File: src/rtl/m68k_bus_pkg.sv
// Shared types and helpers for the 68000 bus arbiter: FSM encoding,
// requester count and the round-robin winner selection.
package m68k_bus_pkg;

    localparam int NREQ = 2;

    typedef enum logic [2:0] {
        IDLE,
        REQ,
        ABORT,
        WAIT_BUS,
        OWN,
        RELEASE
    } state_t;

    // Counter width, never narrower than one bit.
    function automatic int clog2(input int value);
        return (value <= 2) ? 1 : $clog2(value);
    endfunction

    // The pointer wins if it is requesting; otherwise the other requester does.
    function automatic logic rr_select(input logic [NREQ-1:0] req, input logic ptr);
        return req[ptr] ? ptr : ~ptr;
    endfunction

endpackage

File: src/rtl/m68k_bus_arbiter_sync.sv
// Multi-flop synchronizer for one asynchronous active-low 68000 bus strobe.
// It resets to 1, so after reset the strobe reads as negated.
module m68k_bus_arbiter_sync
    import m68k_bus_pkg::*;
#(
    parameter int STAGES = 2
) (
    input  logic clk12,
    input  logic rstn,
    input  logic async_in,
    output logic sync_out
);

    logic [STAGES-1:0] stages_q;

    always_ff @(posedge clk12 or negedge rstn) begin
        if (!rstn) begin
            stages_q <= '1;
        end else begin
            stages_q <= (stages_q << 1) | STAGES'(async_in);
        end
    end

    assign sync_out = stages_q[STAGES-1];

endmodule

File: src/rtl/m68k_bus_arbiter.sv
// BRn/BGn/BGACKn arbiter that lends the 68000 bus to two DMA requesters
// in round-robin order, with a forced release after MAX_HOLD cycles.
module m68k_bus_arbiter
    import m68k_bus_pkg::*;
#(
    parameter int SYNC_STAGES = 2,
    parameter int MAX_HOLD    = 1024,
    parameter int TURNAROUND  = 2
) (
    input  logic            clk12,
    input  logic            rstn,
    input  logic [NREQ-1:0] req,
    input  logic [NREQ-1:0] done,
    output logic [NREQ-1:0] gnt,
    output logic            dma_oe,
    output logic            timeout,
    input  logic            ASn,
    input  logic            DTACKn,
    input  logic            BGn,
    output logic            BRn,
    output logic            BGACKn
);

    localparam int HOLD_W = clog2(MAX_HOLD + 1);
    localparam int TURN_W = clog2(TURNAROUND + 1);
    localparam logic [HOLD_W-1:0] HOLD_LAST = HOLD_W'(MAX_HOLD - 1);
    localparam logic [HOLD_W-1:0] HOLD_SAT  = HOLD_W'(MAX_HOLD);
    localparam logic [TURN_W-1:0] TURN_LOAD = TURN_W'(TURNAROUND);

    state_t            state_q, state_d;
    logic              owner_q, owner_d;
    logic              ptr_q, ptr_d;
    logic [HOLD_W-1:0] hold_q, hold_d;
    logic [TURN_W-1:0] turn_q, turn_d;
    logic              brn_q, brn_d;
    logic              bgackn_q, bgackn_d;
    logic [NREQ-1:0]   gnt_q, gnt_d;
    logic              dma_oe_q, dma_oe_d;
    logic              timeout_q, timeout_d;
    logic              as_s, dtack_s, bg_s;

    m68k_bus_arbiter_sync #(.STAGES(SYNC_STAGES)) u_sync_as (
        .clk12(clk12), .rstn(rstn), .async_in(ASn), .sync_out(as_s)
    );

    m68k_bus_arbiter_sync #(.STAGES(SYNC_STAGES)) u_sync_dtack (
        .clk12(clk12), .rstn(rstn), .async_in(DTACKn), .sync_out(dtack_s)
    );

    m68k_bus_arbiter_sync #(.STAGES(SYNC_STAGES)) u_sync_bg (
        .clk12(clk12), .rstn(rstn), .async_in(BGn), .sync_out(bg_s)
    );

    always_ff @(posedge clk12 or negedge rstn) begin
        if (!rstn) begin
            state_q   <= IDLE;
            owner_q   <= 1'b0;
            ptr_q     <= 1'b0;
            hold_q    <= '0;
            turn_q    <= '0;
            brn_q     <= 1'b1;
            bgackn_q  <= 1'b1;
            gnt_q     <= '0;
            dma_oe_q  <= 1'b0;
            timeout_q <= 1'b0;
        end else begin
            state_q   <= state_d;
            owner_q   <= owner_d;
            ptr_q     <= ptr_d;
            hold_q    <= hold_d;
            turn_q    <= turn_d;
            brn_q     <= brn_d;
            bgackn_q  <= bgackn_d;
            gnt_q     <= gnt_d;
            dma_oe_q  <= dma_oe_d;
            timeout_q <= timeout_d;
        end
    end

    // Every output is registered, so each one changes on the edge that enters the state.
    always_comb begin
        state_d   = state_q;
        owner_d   = owner_q;
        ptr_d     = ptr_q;
        hold_d    = hold_q;
        turn_d    = turn_q;
        brn_d     = brn_q;
        bgackn_d  = bgackn_q;
        gnt_d     = gnt_q;
        dma_oe_d  = dma_oe_q;
        timeout_d = 1'b0;

        case (state_q)
            IDLE: begin
                if (turn_q != '0) begin
                    turn_d = turn_q - TURN_W'(1);
                end else if (req != '0) begin
                    owner_d = rr_select(req, ptr_q);
                    state_d = REQ;
                    brn_d   = 1'b0;
                end
            end
            REQ: begin
                if (!req[owner_q]) begin
                    state_d = ABORT;
                    brn_d   = 1'b1;
                end else if (!bg_s) begin
                    state_d = WAIT_BUS;
                end
            end
            ABORT: begin
                state_d = IDLE;
            end
            WAIT_BUS: begin
                // The CPU's last cycle must have fully ended before the bus is taken.
                if (as_s && dtack_s && bgackn_q) begin
                    state_d        = OWN;
                    bgackn_d       = 1'b0;
                    gnt_d          = '0;
                    gnt_d[owner_q] = 1'b1;
                    dma_oe_d       = 1'b1;
                    hold_d         = '0;
                end
            end
            OWN: begin
                brn_d = 1'b1;
                if (hold_q != HOLD_SAT) begin
                    hold_d = hold_q + HOLD_W'(1);
                end
                if (done[owner_q] || !req[owner_q]) begin
                    state_d  = RELEASE;
                    gnt_d    = '0;
                    dma_oe_d = 1'b0;
                end else if (hold_q == HOLD_LAST) begin
                    state_d   = RELEASE;
                    gnt_d     = '0;
                    dma_oe_d  = 1'b0;
                    timeout_d = 1'b1;
                end
            end
            RELEASE: begin
                bgackn_d = 1'b1;
                ptr_d    = ~owner_q;
                turn_d   = TURN_LOAD;
                state_d  = IDLE;
            end
            default: begin
                state_d = IDLE;
            end
        endcase
    end

    assign BRn     = brn_q;
    assign BGACKn  = bgackn_q;
    assign gnt     = gnt_q;
    assign dma_oe  = dma_oe_q;
    assign timeout = timeout_q;

endmodule

File: config.mk
export PLATFORM = sky130hd
export DESIGN_NAME = m68k_bus_arbiter
export DESIGN_NICKNAME = d
export VERILOG_FILES = /design/src/rtl/m68k_bus_pkg.sv /design/src/rtl/m68k_bus_arbiter_sync.sv /design/src/rtl/m68k_bus_arbiter.sv
export SDC_FILE = /design/constraint.sdc
export NUM_CORES = 1
export LEC_CHECK = 0
export CAP_MARGIN = 20
export CORE_MARGIN = 4
export CORE_UTILIZATION = 45
export DETAILED_ROUTE_END_ITERATION = 8
export GPL_TIMING_DRIVEN = 0
export PLACE_DENSITY = 0.75
export SLEW_MARGIN = 20
export SYNTH_ARGS = -nofsm -noshare
export SYNTH_HDL_FRONTEND = slang
export SYNTH_SLANG_ARGS = --single-unit
File: constraint.sdc
create_clock -name clk12 -period 4 [get_ports clk12]
set_input_delay 0.8 -clock clk12 [delete_from_list [all_inputs] [get_ports clk12]]
set_output_delay 0.8 -clock clk12 [all_outputs]
set_load 0.005 [all_outputs]
==> results.md <==
- Run status: finished, final reports clean
- Crit end category: primary output
- Worst skew pair latency: 0.33 ns
- Longest Clk Path Bufs: 2
- CTS tree: built
- Met2 Resource Use GR: 27.28%
- Share of layout cells above drive strength 1: 14.69%
- Crit. Startpoint: BGACKn
- Final-report hold violation count: 0
- Critical path peak fanout: 5
- XOR/XNOR share of the synthesized area: 0%
- Leading area contributor after synthesis: dfrtp_1
- Pre-antenna DRT Iters: 4
- Pin count of the biggest net entering global routing: 31
- Worst vdd ir: 0.2698 mV
- First-pass GRT wire length: 5575 µm
- Gate count of the mapped netlist: 155
- Post-CTS Hold Buffers: 0
- CTS root buf: clkbuf_4
- CP Depth: 1
- Worst r2r path cells: 7
- Leakage power: 0.7600 nW
- Via density: 5.697
- Seq cells post-synth: 30
- HPWL Detailed: 2327 µm
- Clock tree sinks: 30
- Crit path max-delay family: flip-flops
- Antenna violations before repair: 0
- Mapped Area: 1515 µm²
- Library cells used by synthesis: 38
- Multiplexer share of the synthesized area: 4.789%
- WP buf/inv: 1
- Busiest grt layer: met2
- Number of flops mapped to enable cells by yosys: 0
- Commonest non-fill, non-tap cell in the layout: dfrtp_1
- Met1 usage: 20.00%
- RD Place Congestion: 0.9178
- Met3 usage: 6.803%
- Worst Max-Slew Pin Slew: 0.6437 ns
- Mean Syn Cell Area: 9.776 µm²
- Crit path cell chain: clkdlybuf4s50_1
- Overflow after GRT: 0
- Total CTS buffers: 5
- DIE AREA: 4359 µm²
- Synth Area in Simple Gates: 24.11%
- Critical Path Start Type: register
- Worst path slowest cell: dfstp_2
- RR Startpoint: hold_q[0]
- Initial core utilization: 48.44%
- CTS H-Tree Depth: 2
- Row cnt: 20
- Total GRT Usage: 16.74%
- Vias: 1,259
- Top-area cell type share of the netlist area: 36.33%
- Placed cells: 213
- # resized after CTS: 0
- IO Port Bufs: 14
- Final #Nets: 188
- Pwr Total: 0.6897 mW
- Most frequent cells in the layout: dfrtp_1 (22), nand2_1 (17), clkdlybuf4s50_1 (13)
- Hold WC Path Type: register to register
- Drt drc: 0
- Area contributors post-synth: dfrtp_1 (36%), dfstp_2 (14%), nand2_1 (4.2%)
- Post-synthesis compound-gate area fraction: 13.46%
- Setup-failing EPs final: 0
- P&R area growth vs syn: 16.52%
- Min cycle time layout: 2.201 ns
- Max_cap viols: 0
- R2R setup slack: 2.05 ns
- Setup TNS: 0 ns
- Largest family of logic cells by synthesized area: simple AND/OR/NAND/NOR gates
- Final non-filler cell total: 221
- Critical Path RT: 3.20 ns
- Syn_nets: 167
- Core box area: 3128 µm²
- Sequential element share of the synthesized area: 50.21%
- Final Slew Violations: 0
- RSZ-0062 raised after global routing: false
- Wire length per cell: 14.24 µm
- Remaining antenna violation count: 0
- CP max stage delay: 0.57 ns
- Post-synthesis adder-cell area fraction: 2.477%
- Pwr/cell area: 390.7 nW/µm²
- Io pins: 15
- Fmax: 0.4543 GHz
- Iter 0 DRT Violations: 39
- Ant. Diodes: 0
- Worst Skew: 0.01203 ns
- Async SR Flop Fraction: 100.0%
- Crit share post-route: 55.03%
- Post-Route WL: 3146 µm
- Vias in the first global route: 1,274
- CP arrival: 1.40 ns
- Worst R2R End: hold_q[9]
- Die height: 66.03 µm
- Ys Warns: 0
- WS Path Type: register to primary output
- Die width: 66.03 µm
- Worst Setup EP: BGACKn
- Clk pin slew, worst setup/hold paths: 0.08 ns
- Rel. slew slack: 57.08%
- Postcts setup bufs: 0
- Top_reg_cell synth: dfrtp_1
-- sequential cells by signal, indices dropped and copies added, names as in the netlist --
register and count:
BGACKn 1, BRn 1, dma_oe 1, gnt 2, hold_q 11, owner_q 1, ptr_q 1, state_q 3
timeout 1, turn_q 2, u_sync_as.stages_q 2, u_sync_bg.stages_q 2, u_sync_dtack.stages_q 2
-- Yosys cell counts (2+ instances only) --
| library cell | count |
|---|---|
| nand4_1 | 2 |
| mux2i_1 | 5 |
| o21ai_0 | 5 |
| and4_1 | 2 |
| mux2_2 | 2 |
| nand2b_1 | 5 |
| clkbuf_1 | 3 |
| inv_1 | 11 |
| a21oi_1 | 9 |
| nand2_1 | 17 |
| buf_4 | 3 |
| nor4_1 | 5 |
| dfrtp_1 | 22 |
| and3_1 | 2 |
| nor2_1 | 12 |
| nand3_1 | 6 |
| or4_1 | 5 |
| nor3_1 | 2 |
| dfstp_2 | 8 |
| o22ai_1 | 4 |
| o31ai_1 | 5 |
| a31oi_1 | 2 |
| ha_1 | 3 |
-- stage by stage --
step / utilization [%] / cell area [µm²] / setup WS [ns] / hold slack [ns]
2_1_floorplan: - / 1515 / 2.335 / 0.3452
3_3_place_gp: 54.68 / 1710 / 1.659 / 0.3453
3_5_place_dp: 54.52 / 1705 / 1.823 / 0.3498
4_1_cts: 56.44 / 1765 / 1.788 / 0.3616
5_1_grt: 56.44 / 1765 / 1.739 / 0.3678
6_report: 56.44 / 1765 / 1.799 / 0.3595
-- cell families (layout without fill, tap and decap cells) --
logic type / count (synthesis) / after routing
AOI/OAI and AO/OA: 32 / 32
and+or+nand+nor: 66 / 66
adders and majority gates: 3 / 3
DFF: 30 / 30
buffers and inverters: 17 / 39
muxes: 7 / 7
-- layout make-up --
cell class	count	area, µm²
Timing Repair Buffer	14	135.1
Tap cell	44	55.05
Inverter	11	41.29
Clock inverter	1	5.005
Multi-Input combinational cell	108	679.4
Fill cell	282	1363
Clock buffer	7	55.05
Buffer	6	33.78
Sequential cell	30	760.7
-- power breakdown --
group          internal (mW)  total (mW)  switching (mW)
logic                 0.0610       0.148          0.0874
registers              0.334       0.357          0.0238
clock network         0.0850       0.184          0.0991
-- layer usage --
layer / part of all wire [%] / vias to the layer above
met5: 0 / -
met4: 1.2 / 0
met3: 5.7 / 4
met2: 49 / 30
met1: 44 / 621
li1: - / 604
-- worst min-delay path by stage --
| stage | from | endpoint | slack [ns] | cells past startpoint |
|---|---|---|---|---|
| floorplan | u_sync_as.stages_q[0] | u_sync_as.stages_q[1] | 0.35 | 0 |
| global placement | u_sync_as.stages_q[0] | u_sync_as.stages_q[1] | 0.35 | 0 |
| detailed placement | u_sync_as.stages_q[0] | u_sync_as.stages_q[1] | 0.35 | 0 |
| CTS | u_sync_as.stages_q[0] | u_sync_as.stages_q[1] | 0.36 | 0 |
| global route | u_sync_as.stages_q[0] | u_sync_as.stages_q[1] | 0.37 | 0 |
| finish | u_sync_as.stages_q[0] | u_sync_as.stages_q[1] | 0.36 | 0 |
(Power assumes the default switching activity.)
